$ cat config.mk
export PLATFORM = sky130hd
export DESIGN_NAME = keypad_scanner
export DESIGN_NICKNAME = d
export VERILOG_FILES = /design/src/rtl/keypad_scanner.sv
export SDC_FILE = /design/constraint.sdc
export NUM_CORES = 1
export LEC_CHECK = 0
export ABC_CLOCK_PERIOD_IN_PS = 3400
export CAP_MARGIN = 10
export CORE_ASPECT_RATIO = 0.5
export CORE_MARGIN = 2
export CORE_UTILIZATION = 56
export CTS_BUF_LIST = sky130_fd_sc_hd__clkbuf_16
export CTS_CLUSTER_DIAMETER = 60
export DETAILED_ROUTE_END_ITERATION = 12
export DONT_BUFFER_PORTS = 1
export MAX_ROUTING_LAYER = met4
export PLACE_DENSITY = 0.78
export REMOVE_ABC_BUFFERS = 1
export SETUP_SLACK_MARGIN = 0.1
export SLEW_MARGIN = 20
export SYNTH_ARGS = -nofsm -noshare
export SYNTH_HDL_FRONTEND = slang
export SYNTH_SLANG_ARGS = --single-unit
export TNS_END_PERCENT = 30
$ cat constraint.sdc
create_clock -name Clk -period 3.4 [get_ports Clk]
set_clock_uncertainty 0.15 [all_clocks]
set_input_delay 0.68 -clock Clk [delete_from_list [all_inputs] [get_ports Clk]]
set_output_delay 0.68 -clock Clk [all_outputs]
set_load 0.02 [all_outputs]
$ cat src/rtl/keypad_scanner.sv
// keypad_scanner: 2x4 matrix keypad scanner with per-key debounce.
// Drives one active-low column at a time and debounces each key.
//
// Parameters:
//   SCAN_DIV  - Clk cycles each column is driven (>= 4)
//   DEB_CNT   - consecutive differing samples to flip a key (2..15)
//   REP_DELAY - frames before key 1 auto-repeats (AUTOREPEAT_EN only)
//   REP_RATE  - frames between repeats of key 1 (AUTOREPEAT_EN only)
//
// Ports:
//   Clk       - clock, rising edge
//   Clr       - asynchronous active-low reset
//   col_drive - active-low column strobes, exactly one bit low
//   row_in    - active-low row returns, asynchronous to Clk
//   key_level - debounced pressed state, index = col*4 + row
//   key_pulse - one-cycle press strobes
//
// Optional feature: define AUTOREPEAT_EN to enable key 1 auto-repeat.
module keypad_scanner #(
   parameter int SCAN_DIV = 1000,
   parameter int DEB_CNT  = 4
`ifdef AUTOREPEAT_EN
   ,
   parameter int REP_DELAY = 32,
   parameter int REP_RATE  = 8
`endif
) (
   input  logic       Clk,
   input  logic       Clr,
   output logic [1:0] col_drive,
   input  logic [3:0] row_in,
   output logic [7:0] key_level,
   output logic [7:0] key_pulse
);

   localparam int PW = $clog2(SCAN_DIV);
   localparam logic [PW-1:0] LP_PRE_LAST = PW'(SCAN_DIV - 1);
   localparam logic [3:0] LP_DEB_LAST = 4'(DEB_CNT - 1);

   logic [3:0]    r_sync1;
   logic [3:0]    r_sync2;
   logic [PW-1:0] r_pre;
   logic [1:0]    r_col_drive;
   logic [3:0]    r_deb [8];
   logic [7:0]    r_level;
   logic [7:0]    r_pulse;

   logic          w_tick;
   logic          w_col;
   logic [7:0]    w_en;
   logic [7:0]    w_samp;
   logic [7:0]    w_flip;
   logic [7:0]    w_rise;
   logic [7:0]    w_pulse_nxt;

   assign col_drive = r_col_drive;
   assign key_level = r_level;
   assign key_pulse = r_pulse;

   // Column 1 is being driven when col_drive == 2'b01.
   assign w_col  = r_col_drive[0];
   assign w_tick = (r_pre == LP_PRE_LAST);
   assign w_en   = !w_tick ? 8'h00 : (w_col ? 8'hF0 : 8'h0F);
   // Rows are active-low; both column halves see the same row lines.
   assign w_samp = ~{r_sync2, r_sync2};

   always_comb begin
      w_flip = '0;
      for (int k = 0; k < 8; k++) begin
         w_flip[k] = w_en[k]
                   && (w_samp[k] != r_level[k])
                   && (r_deb[k] == LP_DEB_LAST);
      end
   end

   assign w_rise = w_flip & w_samp;

   always_ff @(posedge Clk or negedge Clr) begin
      if (!Clr) begin
         r_sync1 <= 4'b1111;
         r_sync2 <= 4'b1111;
      end else begin
         r_sync1 <= row_in;
         r_sync2 <= r_sync1;
      end
   end

   always_ff @(posedge Clk or negedge Clr) begin
      if (!Clr) begin
         r_pre       <= '0;
         r_col_drive <= 2'b10;
      end else if (w_tick) begin
         r_pre       <= '0;
         r_col_drive <= ~r_col_drive;
      end else begin
         r_pre       <= r_pre + PW'(1);
      end
   end

   always_ff @(posedge Clk or negedge Clr) begin
      if (!Clr) begin
         for (int k = 0; k < 8; k++) begin
            r_deb[k] <= '0;
         end
         r_level <= '0;
         r_pulse <= '0;
      end else begin
         for (int k = 0; k < 8; k++) begin
            if (w_en[k]) begin
               if ((w_samp[k] == r_level[k]) || w_flip[k]) begin
                  r_deb[k] <= '0;
               end else begin
                  r_deb[k] <= r_deb[k] + 4'd1;
               end
            end
         end
         r_level <= r_level ^ w_flip;
         r_pulse <= w_pulse_nxt;
      end
   end

`ifdef AUTOREPEAT_EN
   localparam int RMAX = (REP_DELAY > REP_RATE) ? REP_DELAY : REP_RATE;
   localparam int RW = $clog2(RMAX + 1);
   localparam logic [RW-1:0] LP_REP_DELAY = RW'(REP_DELAY);
   localparam logic [RW-1:0] LP_REP_RATE  = RW'(REP_RATE);

   logic [RW-1:0] r_rep_cnt;
   logic          r_rep_arm;
   logic [RW-1:0] w_rep_inc;
   logic [RW-1:0] w_rep_tgt;
   logic          w_rep_step;
   logic          w_rep_fire;

   // A frame counts toward repeat only if key 1 stays held
   // through its own sample instant.
   assign w_rep_step = w_en[1] && r_level[1] && !w_flip[1];
   assign w_rep_inc  = r_rep_cnt + RW'(1);
   // First interval is the delay, later ones the rate.
   assign w_rep_tgt  = r_rep_arm ? LP_REP_RATE : LP_REP_DELAY;
   assign w_rep_fire = w_rep_step && (w_rep_inc == w_rep_tgt);

   assign w_pulse_nxt = w_rise | {6'b0, w_rep_fire, 1'b0};

   always_ff @(posedge Clk or negedge Clr) begin
      if (!Clr) begin
         r_rep_cnt <= '0;
         r_rep_arm <= 1'b0;
      end else if (!r_level[1] || w_flip[1]) begin
         r_rep_cnt <= '0;
         r_rep_arm <= 1'b0;
      end else if (w_rep_step) begin
         if (w_rep_fire) begin
            r_rep_cnt <= '0;
            r_rep_arm <= 1'b1;
         end else begin
            r_rep_cnt <= w_rep_inc;
         end
      end
   end
`else
   assign w_pulse_nxt = w_rise;
`endif

endmodule

# Yosys cells after proc, flatten, opt, wreduce, memory -nomap -nowiden
# Cells that the tools add are included.
# W data, S select, Z words.
[classes] addsub=9 n_bitwise=4 n_mux=11 reduce_logical=24 n_eq_ne=25
[op_table] cell="$add A4 B1 Y4 const B" n=8
[op_table] cell="$eq A4 B2 Y1 const B" n=8
[op_table] cell="$mux W4" n=8
[op_table] cell="$logic_and A1 B1 Y1" n=16
[op_table] cell="$mux W8" n=2
[op_table] cell="$add A10 B1 Y10 const B" n=1
[op_table] cell="$eq A10 B10 Y1 const B" n=1
[op_table] cell="$mux W10" n=1
[op_table] cell="$and A8 B8 Y8" n=1
[op_table] cell="$eq A1 B1 Y1" n=8
[op_table] cell="$logic_or A1 B1 Y1" n=8
[op_table] cell="$ne A1 B1 Y1" n=8
[op_table] cell="$not A8 Y8" n=1
[op_table] cell="$xor A8 B8 Y8" n=1
[op_table] cell="$not A2 Y2" n=1
[word_totals] ff_bits=68 elab_cells=87

# Depth between registers and ports, before layout
[logic_depth] word_depth=6 mapped_depth=7

# Worst setup path before layout
# OpenSTA, ideal clock, no wires.
[synth_timing] kind="register to register" startpoint="reg r_pre[0]" endpoint="reg r_deb[27] (netlist bit)" stages_incl_launch_ff=7 slack_ps=1280 arrival_time_ps=1904 t_required_ps=3184 n_path_buf=1 path_cell_list="dfrtp_1 ha_1 nand3_2 or4_4 buf_6 or4_1 nand2_1"
[synth_between] elab_chain_len=6
[synth_rtl] item="start, declared" line="42" source="logic [PW-1:0] r_pre;"
[synth_rtl] item="start signal, assigned" line="96" source="r_pre <= r_pre + PW'(1);"
[synth_rtl] item="$eq A10 B10 Y1 (*)" line="62" source="assign w_tick = (r_pre == LP_PRE_LAST);"
[synth_rtl] item="$mux W8 (*)" line="63" source="assign w_en = !w_tick ? 8'h00 : (w_col ? 8'hF0 : 8'h0F);"
[synth_rtl] item="$logic_and A1 B1 Y1" line="71" source="&& (w_samp[k] != r_level[k])"
[synth_rtl] item="$logic_and A1 B1 Y1" line="72" source="&& (r_deb[k] == LP_DEB_LAST);"
[synth_rtl] item="$logic_or A1 B1 Y1" line="110" source="if ((w_samp[k] == r_level[k]) || w_flip[k]) begin"
[synth_rtl] item="$mux W4" line="110"
[synth_rtl] item="end signal, assigned by index" line="113" source="r_deb[k] <= r_deb[k] + 4'd1;"
[synth_rtl] item="end, declared" line="44" source="logic [3:0] r_deb [8];"
# Every way passes the cells marked *; elsewhere a longest branch is shown, timed or not.
# A chain may end at the register's enable or synchronous reset.

# Worst setup path after layout
[layout_timing] startpoint="reg r_pre[0]" endpoint="reg r_deb[7] (netlist bit)"
# Same word-level chain as after synthesis.

==> reports/metrics.cfg <==
[clock_network]
path_clk_slew_ns = 0.06
cts-root-buf = clkbuf_16
clk_path_buf_depth = 2
cts_setup_buffers = 0
cts-resized-gates = 0
tritoncts = done
clk_latency_ns = 0.33
htree_levels = 3
clkSinkCount = 68
numCtsBuffers = 9

[logic_synthesis]
avgSynthCellArea_sq_um = 10.5
yosysTopAreaCellShare_pct = 47.5
yosysTopAreaCell = dfrtp_1
ys_seq_elements = 68
synthCells = 295
synthMostInstantiatedCell = dfrtp_1
synthTopCellsByCount = dfrtp_1 (59), o21ai_0 (48), nand2_1 (28)
syn_area_sq_um = 3110
synth_cell_types = 35
synth_seq_area_share_pct = 55.1
synth_ff_type = dfrtp_1
synth_enable_flop_cells = 0
synth.area.top_cells = dfrtp_1 (47%), o21ai_0 (7.7%), dfstp_2 (7.6%), nand3_1 (3.7%), ha_1 (3.6%)
yosysWarnings = 0
async_reset_ff_share_pct = 100

[sta]
tns_ns = 0
period_share_pct = 74.0
layout_setup_ws_ns = 0.883
fin_crit_ns = 2.52
rsz0062_at_grt = no
worstMarginPinSlew_ns = 0.767
finalMaxSlewViolations = 0
hold_viol_final = 0
fmax_mhz = 397
setup_viol = 0
slew_headroom_pct = 48.4

[routing]
firstDrtPassIters = 4
wirelength_microns = 6440
vias = 2260
vias_per_cell = 6.01
wl_per_cell_microns = 17.1
dr.first_iter.drc_count = 127
drc = 0
drtAntennaViolNets = 0

[grt]
grt_max_degree = 60
grt_pass1_vias = 2257
grt_overflow_total = 0
grt.total_usage_pct = 23.8
antenna_found_initial = 0
grt_pass1_wl_microns = 10800

[worst_setup_path]
r2r_end = r_deb[7]
required_ns = 3.47
cpMaxStageDelayCell = nor3_1
reg2reg_depth = 6
critPathMaxFanout = 10
crit_chain = ha_1, nand3_2, nor3_1, buf_4, nand3_1, o31ai_1
reg2reg_from = r_pre[0]
worstPathArrival_ns = 2.59
crit_type = reg -> reg
startpoint = r_pre[0]
r2r_slack_ns = 0.88
cp-end-kind = flop
start_kind = flop
cpPeakStageDelay_ns = 0.67

[min_path]
hold_path.class = in -> async

[die]
floorplan.initialDensity_pct = 57.4
die_h_microns = 56.7
coreArea_sq_um = 5420
die_area_sq_um = 6200
io-pin-count = 24
rows = 19
die_w_microns = 109

[power]
p_per_area_nw_per_um2 = 520
max-vdd-ir-drop_mv = 0.290
cellLeakagePower_nw = 1.50

[outcome]
status = finished clean

[cells_and_area]
final_area_sq_um = 3510
area_growth_pct = 13.0
fin_nets = 313
drive_gt1_share_pct = 14.2
antennaDiodeCount = 0

[placement]
place_area_sq_um = 3170
dp_slack_ns = 0.992
place.port_buffers = 0
place_hpwl_microns = 3920
place.gp.congestion = 0.830

[job]
drv_cap = 0

## registers in the layout (all words and copies together), names as in the netlist
signal     flops
key_pulse      8
col_drive      2
r_sync1        4
r_deb         32
r_pre         10
key_level      8
r_sync2        4
## critical path, delay by kind of cell (launching register included)
| family | cells | cell delay [ns] |
|---|---|---|
| fa+ha+maj | 1 | 0.30 |
| simple gates | 3 | 0.97 |
| buf+inv | 1 | 0.30 |
| flops | 1 | 0.37 |
| compound gates | 1 | 0.32 |
## worst max-delay path by stage
stage | slack (ns) | to | cells past startpoint
finish | 0.88 | r_deb[7] | 6
global route | 0.75 | r_deb[7] | 6
CTS | 0.92 | r_deb[7] | 6
detailed placement | 0.99 | r_deb[7] | 6
global placement | 1.15 | r_deb[27] | 5
floorplan | 1.09 | r_pre[8] | 5
## through the flow
step	power [W]	hold WS [ns]	utilization (%)	cells
finish	0.00183	0.0417	64.8	376
global route	0.00189	0.0244	64.8	376
CTS	0.00184	0.0345	64.8	376
detailed placement	0.000854	0.197	58.5	359
global placement	0.000853	0.196	58.5	359
floorplan	0.000850	0.195	-	283
## cells in the final DEF, fill, tap and decap left out, drive strengths merged, types with 3 or more instances in the layout
cell and count:
nand3b 6, o31ai 14, dfrtp 59, or3b 7, clkbuf 9, nand2 28
or4 3, a21bo 3, nor4 8, and2 6, xnor2 8, nor2b 9
clkinv 4, ha 9, nor2 9, xor2 6, buf 4, nand3 24
o21ai 48, dfstp 9, nand2b 6, nand4 6
## cell type report
class	count	area [sq um]
flip-flops and latches	68	1710
well taps	73	91.3
fillers	419	1910
multi-input cells	215	1340
repair buffers	4	50.0
clock inverters	7	91.3
clock buffers	9	225
## cell families after synthesis
group           synth area share, %
xor+xnor                       3.94
flops                          55.1
mux                           0.362
fa+ha+maj                      3.62
compound gates                 13.0
buf+inv                        1.97
simple gates                   22.1
## where the power goes
part           leakage [nW]  switching [W]  internal [W]   total, W
combinational         0.437      0.0000223     0.0000101  0.0000324
sequential            0.905     0.00000568      0.000819   0.000825
clock                 0.155       0.000333      0.000638   0.000971
total                  1.50       0.000361       0.00147    0.00183
## metal layers
layer | global-route usage [%] | wire length (microns) | vias to the layer above
li1 | - | - | 1076
met1 | 28.9 | 2760 | 1134
met2 | 37.3 | 3280 | 41
met3 | 8.01 | 299 | 9
met4 | 8.68 | 99 | 0
met5 | - | 0 | -
## timing repair
action	CTS	global route
endpoints found under the setup margin	0	0
hold endpoints to repair	59	0
hold buffers	1	0
No activity file was read; power rests on OpenSTA's default activity.
